<file path="src/rtl/reorder_buffer_pkg.sv">
// Shared tag geometry and redirect helper for the reorder buffer.
package reorder_buffer_pkg;

  localparam int TAG_W     = 5;
  localparam int DEPTH_MAX = 31;

  typedef logic [TAG_W-1:0] tag_t;

  localparam tag_t TAG_NONE = '0;

  function automatic logic [31:0] redirect_pc(input logic        taken,
                                              input logic [31:0] target,
                                              input logic [31:0] pc);
    return taken ? target : pc + 32'd4;
  endfunction

endpackage

</file>
<file path="src/rtl/reorder_buffer.sv">
// Circular ROB: allocates tags, captures CDB results, retires in order; commit outputs registered (1 cycle).
// Dispatch stalls while full or flushing; rdy low freezes every register including output pulses.
module reorder_buffer
  import reorder_buffer_pkg::*;
#(
  parameter int DEPTH = 16
) (
  input  logic             clk,
  input  logic             rst,
  input  logic             rdy,
  input  logic             dispatch_valid,
  output logic             dispatch_ready,
  output logic [TAG_W-1:0] dispatch_tag,
  input  logic [TAG_W-1:0] dispatch_rd,
  input  logic             dispatch_is_branch,
  input  logic             dispatch_is_store,
  input  logic [31:0]      dispatch_pc,
  input  logic             dispatch_pred_taken,
  input  logic             cdb_valid,
  input  logic [TAG_W-1:0] cdb_tag,
  input  logic [31:0]      cdb_data,
  input  logic             cdb_taken,
  input  logic [31:0]      cdb_target,
  input  logic [TAG_W-1:0] query_tag1,
  input  logic [TAG_W-1:0] query_tag2,
  output logic             query_ready1,
  output logic             query_ready2,
  output logic [31:0]      query_data1,
  output logic [31:0]      query_data2,
  output logic             commit_valid,
  output logic [TAG_W-1:0] commit_rd,
  output logic [TAG_W-1:0] commit_tag,
  output logic [31:0]      commit_data,
  output logic             commit_store,
  output logic             wrong_commit,
  output logic [31:0]      flush_pc
);

  localparam int IDX_W = $clog2(DEPTH);
  localparam int CNT_W = $clog2(DEPTH_MAX + 1);
  typedef logic [IDX_W-1:0] idx_t;

  logic             busy       [DEPTH];
  logic             ready      [DEPTH];
  logic [TAG_W-1:0] rd         [DEPTH];
  logic [31:0]      data       [DEPTH];
  logic [31:0]      pc         [DEPTH];
  logic             is_branch  [DEPTH];
  logic             is_store   [DEPTH];
  logic             pred_taken [DEPTH];
  logic             taken      [DEPTH];
  logic [31:0]      target     [DEPTH];

  idx_t             head, tail;
  logic [CNT_W-1:0] count;

  logic dispatch_fire, commit_fire, cdb_hit, mispredict;
  idx_t cdb_idx, q1_idx, q2_idx;

  function automatic idx_t bump(input idx_t p);
    return (p == idx_t'(DEPTH - 1)) ? '0 : p + idx_t'(1);
  endfunction

  function automatic logic tag_in_range(input logic [TAG_W-1:0] t);
    return (t != TAG_NONE) && (t <= TAG_W'(DEPTH));
  endfunction

  function automatic idx_t tag_idx(input logic [TAG_W-1:0] t);
    return idx_t'(t - TAG_W'(1));
  endfunction

  // head == tail is ambiguous (empty or full); count settles it
  assign dispatch_ready = (count < CNT_W'(DEPTH)) && !wrong_commit;
  assign dispatch_tag   = TAG_W'(tail) + TAG_W'(1);
  assign dispatch_fire  = rdy && dispatch_valid && dispatch_ready;
  assign commit_fire    = rdy && !wrong_commit && busy[head] && ready[head];
  assign mispredict     = commit_fire && is_branch[head] && (taken[head] != pred_taken[head]);
  assign cdb_idx        = tag_idx(cdb_tag);
  assign cdb_hit        = rdy && !wrong_commit && cdb_valid && tag_in_range(cdb_tag) && busy[cdb_idx];
  assign q1_idx         = tag_idx(query_tag1);
  assign q2_idx         = tag_idx(query_tag2);

  always_comb begin
    query_ready1 = 1'b1;
    query_data1  = '0;
    if (query_tag1 != TAG_NONE) begin
      query_ready1 = 1'b0;
      if (tag_in_range(query_tag1) && busy[q1_idx] && ready[q1_idx]) begin
        query_ready1 = 1'b1;
        query_data1  = data[q1_idx];
      end else if (cdb_valid && cdb_tag == query_tag1) begin
        query_ready1 = 1'b1;
        query_data1  = cdb_data;
      end
    end
  end

  always_comb begin
    query_ready2 = 1'b1;
    query_data2  = '0;
    if (query_tag2 != TAG_NONE) begin
      query_ready2 = 1'b0;
      if (tag_in_range(query_tag2) && busy[q2_idx] && ready[q2_idx]) begin
        query_ready2 = 1'b1;
        query_data2  = data[q2_idx];
      end else if (cdb_valid && cdb_tag == query_tag2) begin
        query_ready2 = 1'b1;
        query_data2  = cdb_data;
      end
    end
  end

  always_ff @(posedge clk) begin
    if (rst) begin
      head  <= '0;
      tail  <= '0;
      count <= '0;
      for (int i = 0; i < DEPTH; i++) begin
        busy[i]  <= 1'b0;
        ready[i] <= 1'b0;
      end
    end else if (rdy) begin
      if (wrong_commit) begin
        head  <= '0;
        tail  <= '0;
        count <= '0;
        for (int i = 0; i < DEPTH; i++) busy[i] <= 1'b0;
      end else begin
        if (dispatch_fire) begin
          busy[tail]       <= 1'b1;
          ready[tail]      <= 1'b0;
          rd[tail]         <= dispatch_rd;
          pc[tail]         <= dispatch_pc;
          is_branch[tail]  <= dispatch_is_branch;
          is_store[tail]   <= dispatch_is_store;
          pred_taken[tail] <= dispatch_pred_taken;
          tail             <= bump(tail);
        end
        if (cdb_hit) begin
          ready[cdb_idx]  <= 1'b1;
          data[cdb_idx]   <= cdb_data;
          taken[cdb_idx]  <= cdb_taken;
          target[cdb_idx] <= cdb_target;
        end
        if (commit_fire) begin
          busy[head] <= 1'b0;
          head       <= bump(head);
        end
        count <= count + CNT_W'(dispatch_fire) - CNT_W'(commit_fire);
      end
    end
  end

  always_ff @(posedge clk) begin
    if (rst) begin
      commit_valid <= 1'b0;
      commit_store <= 1'b0;
      wrong_commit <= 1'b0;
      commit_rd    <= '0;
      commit_tag   <= '0;
      commit_data  <= '0;
      flush_pc     <= '0;
    end else if (rdy) begin
      commit_valid <= commit_fire;
      commit_store <= commit_fire && is_store[head];
      wrong_commit <= mispredict;
      if (commit_fire) begin
        commit_rd   <= rd[head];
        commit_tag  <= TAG_W'(head) + TAG_W'(1);
        commit_data <= data[head];
      end
      if (mispredict) flush_pc <= redirect_pc(taken[head], target[head], pc[head]);
    end
  end

endmodule

</file>
<file path="config.mk">
export PLATFORM = sky130hd
export DESIGN_NAME = reorder_buffer
export DESIGN_NICKNAME = d
export VERILOG_FILES = /design/src/rtl/reorder_buffer_pkg.sv /design/src/rtl/reorder_buffer.sv
export SDC_FILE = /design/constraint.sdc
export NUM_CORES = 2
export LEC_CHECK = 0
export ABC_AREA = 0
export BUFFER_PORTS_ARGS = -buffer_cell sky130_fd_sc_hd__buf_2
export CAP_MARGIN = 20
export CORE_MARGIN = 2
export CORE_UTILIZATION = 56
export DETAILED_ROUTE_END_ITERATION = 10
export HOLD_SLACK_MARGIN = 0.1
export PLACE_DENSITY = 0.87
export SETUP_SLACK_MARGIN = 0.02
export SKIP_CTS_REPAIR_TIMING = 1
export SLEW_MARGIN = 10
export SYNTH_ARGS = -nofsm -noshare
export SYNTH_HDL_FRONTEND = slang
export SYNTH_SLANG_ARGS = --single-unit
export TNS_END_PERCENT = 50
</file>
<file path="constraint.sdc">
create_clock -name clk -period 5.2 [get_ports clk]
set_input_delay 0.52 -clock clk [delete_from_list [all_inputs] [get_ports clk]]
set_output_delay 0.52 -clock clk [all_outputs]
set_load 0.02 [all_outputs]
</file>
==> flow_metrics.tcl <==
set metrics [dict create \
    status "completed" \
    detail-route-antenna-nets 0 \
    p_leak_nw 28.0 \
    required_ps 5900 \
    avgSynthCellArea_sq_um 20.7 \
    internal_power_mw 24.0 \
    die_width_microns 379 \
    synth_edf_count 1680 \
    cp_max_fo 34 \
    fin_nets 4297 \
    yosysWarnings 0 \
    fin_skew_ps 44.1 \
    tightestPinTransition_ps 1250 \
    end_kind "register" \
    grt_pass1_vias 47000 \
    crit_top_cell "nor4_1" \
    first_pass_iters 9 \
    place_area_sq_um 82200 \
    io_pins 274 \
    crit_chain "buf_4 > mux4_2 > a22o_2 > a221oi_1 > nor4_1 > nand4bb_1 > nor4_1 > xnor2_1 > o21ai_1" \
    clkTransAtPathRegs_ps 70 \
    synth_common_cells "edfxtp_1 (1680), mux4_2 (808), nand2_1 (143)" \
    coreArea_sq_um 140000 \
    detailedPlace.worstSlack_ps 730 \
    synth.net_count 3955 \
    via_per_inst 7.69 \
    cts_sinks 1806 \
    root_buffer "clkbuf_16" \
    wl_per_cell_microns 39.3 \
    fin_ws_ps 425 \
    synth.most_common_cell "edfxtp_1" \
    rr_worst_depth 9 \
    min_period_over_period_pct 91.8 \
    insertion_delay_ps 840 \
    max_stage_delay_ps 1100 \
    drive_gt1_share_pct 35.5 \
    syn_inst 3804 \
    swShare_pct 22.0 \
    synth_area_sq_um 78700 \
    setup_viol 0 \
    yosysTopAreaCell "edfxtp_1" \
    drcViolationCount 0 \
    grt_max_degree 120 \
    hp-class "in -> reg" \
    cts_buffers 170 \
    clockBufferDepth 3 \
    grt_usage_pct 34.0 \
    dp_hpwl_microns 122000 \
    synth_cell_types 74 \
    holdCritStartpoint "cdb_target[28]" \
    dp_cells 5776 \
    comb_power_share_pct 4.9 \
    hold_path_depth 1 \
    synthToLayoutAreaGrowth_pct 13.1 \
    synthFlopType "edfxtp_1" \
    synth_area_leaders "edfxtp_1 (64%), mux4_2 (23%), dfxtp_1 (3.2%), mux4_1 (0.87%), a21oi_1 (0.84%)" \
    drv_slew 0 \
    pwr-share-clk_pct 43.5 \
    io_buffers 273 \
    routed_wl_microns 243000 \
    die_y_microns 379 \
    fin_cells 6185 \
    max_slew_margin_pct 16.0 \
    cap_viol_max_count 0 \
    synth_top_cell_area_share_pct 64.1 \
    grt_pass1_wl_microns 344000 \
    ir_worst_vdd_mv 0.320 \
    fmax_mhz 209 \
    crit_type "reg -> reg" \
    timing.rr.end "flush_pc[30]" \
    rsz0062_at_grt "no" \
    r2r_setup_slack_ps 420 \
    fill_cells 8376 \
    slowest_stage "nor4_1" \
    switchingPower_mw 6.78 \
    crit_buf_inv 1 \
    synth_seq_area_share_pct 67.3 \
    overflow 0 \
    finalCriticalPeriod_ps 4780 \
    p_per_area_nw_per_um2 346 \
    critPathLaunchType "register" \
    vias 47600 \
    stdcell_area_sq_um 89000 \
    die-area_sq_um 144000 \
    gp_congestion 0.899 \
    first_iter_violations 9141 \
    hold_path_end "target[5][28]" \
    cts_tree "done" \
    critPathArrivalTime_ps 5470 \
    finalHoldViolations 0 \
    start_util_pct 56.4 \
    h-tree-depth 4 \
    p_seq_share_pct 51.6 \
    std_cell_rows 137 \
    ys_ff_latch 1806 \
    ys_async_sr_fraction_pct 0 \
    antenna_found_initial 40 \
    critical-path-top-delay-family "simple AND/OR/NAND/NOR gates" \
]
power groups by stage:
stage / logic (mW) / registers [mW] / clock network [mW]
2_1_floorplan: 0.786 / 16.2 / 0
3_3_place_gp: 1.32 / 16.2 / 0
3_5_place_dp: 1.36 / 16.2 / 0
4_1_cts: 1.39 / 15.9 / 13.4
5_1_grt: 1.54 / 15.9 / 13.8
6_report: 1.51 / 15.9 / 13.4
layout make-up:
class                      count  area [sq um]  share of cell area, %
tap                         1876          2350                   2.64
antenna                       16          40.0                 0.0450
inverter                      43           161                  0.181
sequential                  1806         53000                   59.6
clock inverter               101          1340                   1.50
multi-input combinational   1686         24400                   27.4
clock buffer                 218          4630                   5.20
timing repair buffer         439          3110                   3.50
registers in the layout (all words and copies together), names as in the netlist, named ones only:
signal and count:
wrong_commit 1, is_store 16, commit_store 1, rd 80, data 512, pred_taken 16, commit_valid 1, commit_data 32
target 512, flush_pc 32, commit_rd 5, count 5, is_branch 16, head 4, pc 512, ready 16
tail 4, busy 16, taken 16, commit_tag 5
metal layers:
metal	part of all wire, %	GRT usage, %	vias to the layer above
met5	0.083	0.0686	-
met1	30	42.2	23600
li1	-	-	16900
met2	47	51.6	5591
met3	15	12.1	1384
met4	7.6	20.9	34
metrics by stage:
step                      power [mW]  utilization (%)  TNS, ps  hold slack, ps
final                           30.8             63.8        0            90.1
after global routing            31.3             63.8        0            99.1
after CTS                       30.6             63.2        0            8.73
after detailed placement        17.6             58.9        0             449
after global placement          17.5             58.9        0             449
after floorplan                 17.0                -  -349000             458
layout by cell type, fill, tap and decap left out, types with 21 or more instances in the layout:
cell / n
mux4_2: 808
a21oi_1: 132
mux4_1: 26
buf_4: 71
bufinv_16: 24
nand2_1: 143
dlygate4sd3_1: 73
buf_12: 22
inv_1: 40
clkinv_1: 27
edfxtp_1: 1680
clkbuf_16: 171
nor2_1: 105
nand3_1: 94
xnor2_1: 21
buf_2: 270
dfxtp_1: 118
nor2_4: 27
a22oi_1: 45
clkbuf_1: 30
ha_1: 21
mux2i_1: 48
clkinv_2: 28
how the worst max path moves through the flow:
stage	startpoint	endpoint	slack, ps	cells after the start
finish	register	flush_pc[30]	420	9
detailed placement	query_tag1[0]	query_data1[7]	730	12
global placement	query_tag2[0]	query_data2[7]	860	10
global route	register	flush_pc[30]	360	9
CTS	query_tag1[0]	query_data1[7]	650	12
floorplan	cdb_tag[0]	data[4][0]	-340	8
logic make-up (layout without fill, tap and decap cells):
logic type	Yosys count	after routing	share of synthesized area (%)
other cells	0	16	0
flops	1806	1806	67.3
fa+ha+maj	26	26	0.423
compound gates	267	267	2.11
buf+inv	312	801	2.11
xor+xnor	45	45	0.520
mux	885	885	24.6
simple gates	463	463	2.86
Note: power is estimated with default switching activity, not from simulation.
